==> src/rtl/fir_coeff_ctrl.sv <==
// fir_coeff_ctrl: shadows a serial coefficient set, then swaps it into the
// fir datapath via flush -> clr -> load, and gates samples into fir_in.
// Ports: clk, rst_n (async, active-low); cw_valid/cw_ready/cw_data/cw_last
// coefficient stream; s_valid/s_ready/s_data sample stream; fir_clr,
// fir_coeff, fir_coeff_valid, fir_in to the filter; busy, err_len status.
// Build option: FIR_CTRL_FLUSH_EN enables the zero-flush DRAIN state.
module fir_coeff_ctrl #(
   parameter int SAMPLE_WIDTH = 16,
   parameter int COEFF_WIDTH  = 16,
   parameter int N_TAPS       = 41,
   parameter int FLUSH_CYCLES = 2 * N_TAPS
) (
   input  logic                           clk,
   input  logic                           rst_n,
   input  logic                           cw_valid,
   output logic                           cw_ready,
   input  logic signed [COEFF_WIDTH-1:0]  cw_data,
   input  logic                           cw_last,
   input  logic                           s_valid,
   output logic                           s_ready,
   input  logic signed [SAMPLE_WIDTH-1:0] s_data,
   output logic                           fir_clr,
   output logic signed [COEFF_WIDTH-1:0]  fir_coeff [N_TAPS:0],
   output logic                           fir_coeff_valid,
   output logic signed [SAMPLE_WIDTH-1:0] fir_in,
   output logic                           busy,
   output logic                           err_len
);

   localparam int IW = $clog2(N_TAPS + 1);
   localparam logic [IW-1:0] LAST_IDX = IW'(N_TAPS);

   typedef enum logic [1:0] {RUN, DRAIN, CLR, LOAD} state_t;

   state_t state, state_nxt;
   logic [IW-1:0] idx;
   logic signed [COEFF_WIDTH-1:0] shadow [N_TAPS:0];
   logic cw_take, at_last, set_done, set_bad;

   assign cw_ready = (state == RUN);
   assign s_ready  = (state == RUN);
   assign busy     = (state != RUN);

   assign cw_take  = cw_valid && (state == RUN);
   assign at_last  = (idx == LAST_IDX);
   assign set_done = cw_take && cw_last && at_last;
   // Length error: cw_last and the final index must coincide.
   assign set_bad  = cw_take && (cw_last != at_last);

`ifdef FIR_CTRL_FLUSH_EN
   logic [9:0] flush_cnt;
   logic       flush_done;

   assign flush_done = (flush_cnt == 10'(FLUSH_CYCLES - 1));

   always_ff @(posedge clk or negedge rst_n) begin
      if (!rst_n) begin
         flush_cnt <= '0;
      end else if (state == DRAIN && !flush_done) begin
         flush_cnt <= flush_cnt + 10'd1;
      end else begin
         flush_cnt <= '0;
      end
   end
`endif

   always_ff @(posedge clk or negedge rst_n) begin
      if (!rst_n) begin
         state <= RUN;
      end else begin
         state <= state_nxt;
      end
   end

   always_comb begin
      state_nxt = state;
      unique case (state)
         RUN: begin
            if (set_done) begin
`ifdef FIR_CTRL_FLUSH_EN
               state_nxt = DRAIN;
`else
               state_nxt = CLR;
`endif
            end
         end
`ifdef FIR_CTRL_FLUSH_EN
         DRAIN: begin
            if (flush_done) begin
               state_nxt = CLR;
            end
         end
`endif
         CLR:     state_nxt = LOAD;
         LOAD:    state_nxt = RUN;
         default: state_nxt = RUN;
      endcase
   end

   always_ff @(posedge clk or negedge rst_n) begin
      if (!rst_n) begin
         idx             <= '0;
         err_len         <= 1'b0;
         fir_clr         <= 1'b0;
         fir_coeff_valid <= 1'b0;
         fir_in          <= '0;
      end else begin
         err_len         <= set_bad;
         // Strobes decoded from next state so they line up with CLR/LOAD.
         fir_clr         <= (state_nxt == CLR);
         fir_coeff_valid <= (state_nxt == LOAD);
         // Filter runs every cycle: bubbles and swaps feed zeros.
         fir_in          <= (cw_ready && s_valid) ? s_data : '0;
         if (cw_take) begin
            idx <= (cw_last || at_last) ? '0 : idx + IW'(1);
         end
      end
   end

   always_ff @(posedge clk or negedge rst_n) begin
      if (!rst_n) begin
         for (int k = 0; k <= N_TAPS; k++) begin
            shadow[k]    <= '0;
            fir_coeff[k] <= '0;
         end
      end else begin
         if (cw_take) begin
            shadow[idx] <= cw_data;
         end
         if (state_nxt == LOAD) begin
            for (int k = 0; k <= N_TAPS; k++) begin
               fir_coeff[k] <= shadow[k];
            end
         end
      end
   end

endmodule

==> config.mk <==
export PLATFORM = sky130hd
export DESIGN_NAME = fir_coeff_ctrl
export DESIGN_NICKNAME = d
export VERILOG_FILES = /design/src/rtl/fir_coeff_ctrl.sv
export SDC_FILE = /design/constraint.sdc
export NUM_CORES = 2
export LEC_CHECK = 0
export CAP_MARGIN = 5
export CORE_ASPECT_RATIO = 1.5
export CORE_MARGIN = 2
export CORE_UTILIZATION = 40
export DETAILED_ROUTE_END_ITERATION = 12
export DONT_BUFFER_PORTS = 1
export SKIP_CTS_REPAIR_TIMING = 1
export SYNTH_ARGS = -nofsm -noshare
export SYNTH_HDL_FRONTEND = slang
export SYNTH_SLANG_ARGS = --single-unit
==> constraint.sdc <==
create_clock -name clk -period 4.94 [get_ports clk]
set_input_delay 0.741 -clock clk [delete_from_list [all_inputs] [get_ports clk]]
set_output_delay 0.741 -clock clk [all_outputs]
set_load 0.03 [all_outputs]
# [Word-level counts from Yosys, hierarchy flattened]
# Index checks and enable logic that the tools add are counted.
[classes] n_addsub=1 multipliers=0 div_mod_pow=0 n_lt_le_gt_ge=2 eq_ne=5 n_shift=0 n_mux=7 bitwise=0 reduce_logical=9
[op_table] op="$bwmux 672" count=1
[op_table] op="$demux 16 s6" count=1
[op_table] op="$mux 16" count=2
[op_table] op="$lt 6x7->1 const B" count=1
[op_table] op="$add 6x1->6 const B" count=1
[op_table] op="$eq 2x2->1 const B" count=3
[op_table] op="$eq 6x6->1 const B" count=1
[op_table] op="$ge 6x1->1 const B" count=1
[op_table] op="$logic_and 1x1->1" count=6
[op_table] op="$mux 6" count=1
[op_table] op="$pmux 2 s2" count=1
[op_table] op="$logic_not 2->1" count=1
[op_table] op="$mux 2" count=1
[op_table] op="$reduce_bool 2->1" count=1
[op_table] op="$logic_or 1x1->1" count=1
[op_table] op="$ne 1x1->1" count=1
[totals] regBits=1371 latch_bits=0 mem_bits_rw=0 romBits=0 in_bits=37 out_inout_bits=694 wordCells=114 mem_count=0

# [Longest topological paths before layout]
[depth] ltp_word=7 ltp_mapped=8 mapped_depth_nobuf=7

# [Worst setup path before layout]
# Ideal clock, no wire load.
[synth_path] kind="register to output" from="register state[0]" to="output s_ready" arrival_ps=1907 required_time_ps=4199 path_slack_ps=2292 stages_incl_launch_ff=6 n_path_buf=3 cell_sequence="dfrtp_1 > buf_4 > or2_2 > inv_1 > clkbuf_1 > buf_4"
[synth_via] elab_chain_len=1
[synth_rtl] item="start, declared" line_no="35" source="state_t state, state_nxt;"
[synth_rtl] item="start signal, assigned" line_no="71" source="state <= state_nxt;"
[synth_rtl] item="$logic_not 2->1"
[synth_rtl] item="end, declared" line_no="20" source="output logic s_ready,"
# No other way between the ends.

# [Final worst setup path]
# Same ends and word-level chain as after synthesis.

==> results.sh <==
export IMPL_status="complete, no violations"
export IMPL_syn_area_per_cell_um2=11.74
export IMPL_portBuffers=0
export IMPL_cp_slowest_cell="inv_1"
export IMPL_worst_setup_path_start_kind="flip-flop"
export IMPL_reg2reg_to="shadow[489]"
export IMPL_worstRegToRegCells=3
export IMPL_setup_viol=0
export IMPL_initial_core_util_pct=40.29
export IMPL_cts_tree="done"
export IMPL_hold_class="primary input to async pin"
export IMPL_path_clk_slew_ps=60
export IMPL_gp_congestion=0.7649
export IMPL_power_switching_mw=5.327
export IMPL_nNetsFinal=4381
export IMPL_fin_util_pct=44.73
export IMPL_dieArea_um2=133600
export IMPL_ant_nets=0
export IMPL_swShare_pct=22.50
export IMPL_yosysSeqAreaShare_pct=65.60
export IMPL_rsz0062_at_grt="false"
export IMPL_grt_overflow=0
export IMPL_rows=162
export IMPL_dp_cells=5925
export IMPL_yosysUniqueCellTypes=46
export IMPL_first_iter_violations=2647
export IMPL_ios=731
export IMPL_clock_power_share_pct=43.2
export IMPL_grt_max_degree=220
export IMPL_max_cap_violations=0
export IMPL_num_vias=31100
export IMPL_cpPeakStageDelay_ps=700
export IMPL_fillers=11940
export IMPL_yosys_warnings=0
export IMPL_wl_um=147000
export IMPL_r2r_setup_slack_ps=1830
export IMPL_synthToLayoutAreaGrowth_pct=11.02
export IMPL_endpoint="s_ready"
export IMPL_worstMarginPinSlew_ps=1160
export IMPL_ys_async_sr_fraction_pct=100.0
export IMPL_tns_ps=0
export IMPL_dp_hpwl_um=86080
export IMPL_die_h_um=446.7
export IMPL_hold_ws_ps=15.54
export IMPL_clockRootBuffer="clkbuf_16"
export IMPL_clock_skew_final_ps=25.51
export IMPL_mostFrequentLayoutCells="nand2_1, dfrtp_1, mux2_2, mux2_4, clkbuf_16"
export IMPL_antenna_found_initial=14
export IMPL_setup_worst_path_end_class="output pin"
export IMPL_cts_sinks=1370
export IMPL_cts_htree_levels=4
export IMPL_netlist_area_um2=52260
export IMPL_clock_path_buffers=3
export IMPL_core_um2=129700
export IMPL_crit_fanout=18
export IMPL_finalNonFillerCells=6163
export IMPL_drc=0
export IMPL_cts_buffers=134
export IMPL_r2r_start="state[0]"
export IMPL_syn_instance_count=4451
export IMPL_p_seq_share_pct=51.9
export IMPL_layout_commonest_cell="nand2_1"
export IMPL_die_w_um=299.1
export IMPL_grt_pass1_wl_um=216700
export IMPL_hold_viol_final=0
export IMPL_crit_arrival_ps=2730
export IMPL_ys_seq_elements=1370
export IMPL_intPower_mw=18.35
export IMPL_timing_critical_path_from="state[0]"
export IMPL_via_per_inst=5.046
export IMPL_power_density_nw_per_um2=408.1
export IMPL_first_global_vias=31590
export IMPL_cp_cell_sequence="or2_2 > inv_1"
export IMPL_power_frac_comb_pct=4.8
export IMPL_wire_per_inst_um=23.85
export IMPL_slew_viol_final=0
export IMPL_synth_edf_count=0
export IMPL_synthFlopType="dfrtp_1"
export IMPL_worstPathRequired_ps=4200
export IMPL_first_pass_iters=5
export IMPL_grt_total_usage_pct=21.91
export IMPL_slew_headroom_pct=22.65
export IMPL_peakVddDrop_mv=0.3363
export IMPL_clkLatencyLatePin_ps=770
export IMPL_fin_crit_ps=3470
export IMPL_layout_drive_gt1_share_pct=21.55
export IMPL_p_leak_nw=31.38
export IMPL_timing_fmax_mhz=288.2
export IMPL_period_share_pct=70.24
export IMPL_synth_net_count=4491
export IMPL_critPathKind="flip-flop to output pin"
-- synthesized netlist by cell type (3+ instances only) --
| library cell | instances | area [µm²] |
|---|---|---|
| nand2_1 | 2021 | 7586 |
| dfrtp_1 | 1370 | 34280 |
| mux2_2 | 532 | 5991 |
| clkbuf_1 | 216 | 810.8 |
| mux2_4 | 140 | 2102 |
| buf_2 | 37 | 185.2 |
| and3_1 | 18 | 112.6 |
| buf_6 | 14 | 157.7 |
| nand3_2 | 14 | 140.1 |
| buf_4 | 11 | 82.58 |
| nand3_4 | 10 | 175.2 |
| nand3_1 | 7 | 35.03 |
| nor3b_4 | 5 | 93.84 |
| o21ai_0 | 5 | 25.02 |
| inv_1 | 4 | 15.01 |
| buf_12 | 3 | 60.06 |
| ha_1 | 3 | 37.54 |
| nor2b_1 | 3 | 18.77 |
| nor3b_1 | 3 | 22.52 |
-- worst max-delay path: cells and delay by family (launching register included) --
kind | cells | cell delay [ps]
DFF | 1 | 660
buffers and inverters | 1 | 700
and+or+nand+nor | 1 | 570
-- through the flow --
step / setup WS [ps] / total power [mW] / instance area, µm²
6_report: 1470 / 23.68 / 58020
5_1_grt: 1327 / 24.57 / 58010
3_5_place_dp: 1770 / 13.65 / 53620
2_1_floorplan: 2292 / 13.25 / 52260
3_3_place_gp: 1794 / 13.35 / 53430
4_1_cts: 1365 / 23.96 / 57970
-- worst min-delay path by stage --
stage	cells past startpoint	start	to	slack (ps)
2_1_floorplan	2	shadow[0]	fir_coeff[0]	430
3_3_place_gp	2	shadow[132]	fir_coeff[132]	440
4_1_cts	0	rst_n	fir_coeff[210]	-410
5_1_grt	1	cw_data[12]	shadow[524]	80
3_5_place_dp	2	shadow[577]	fir_coeff[577]	440
6_report	1	rst_n	shadow[282]	20
-- cell families (layout without fill, tap and decap cells) --
kind of cell               Yosys count  after routing  share of synthesized area, %
muxes                              672            672                         15.49
AOI/OAI and AO/OA                   11             11                        0.1293
and+or+nand+nor                   2108           2108                         16.17
adders and majority gates            3              3                       0.07183
buffers and inverters              287            272                         2.545
DFF                               1370           1370                         65.60
other                                0              5                             0
-- sequential cells by signal (all words and copies together), names as in the netlist --
| register | flops |
|---|---|
| shadow | 672 |
| fir_clr | 1 |
| err_len | 1 |
| fir_coeff | 672 |
| state | 2 |
| idx | 6 |
| fir_in | 16 |
-- final cells by class --
type,count,area [µm²],area share [%]
inverter,5,26.28,0.04529
antenna,5,12.51,0.02156
timing repair buffer,36,520.5,0.8971
sequential,1370,34280,59.09
clock inverter,34,370.4,0.6383
tap,1722,2155,3.713
clock buffer,197,3976,6.853
multi-input combinational,2794,16680,28.74
-- power groups by stage --
stage	registers, mW	clock network (mW)	logic [mW]
2_1_floorplan	12.4	0	0.880
3_3_place_gp	12.5	0	0.888
3_5_place_dp	12.5	0	1.16
4_1_cts	12.3	10.5	1.16
5_1_grt	12.4	10.9	1.27
6_report	12.3	10.2	1.15
-- metal layers --
metal  up-vias  part of all wire [%]  GRT usage, %
met2      1004                    46         34.02
met1     15920                    40         26.92
li1      13910                     -             -
met4         0                   3.8         9.230
met3       257                    10         9.004
met5         -                     0             0
(Power assumes the default switching activity.)
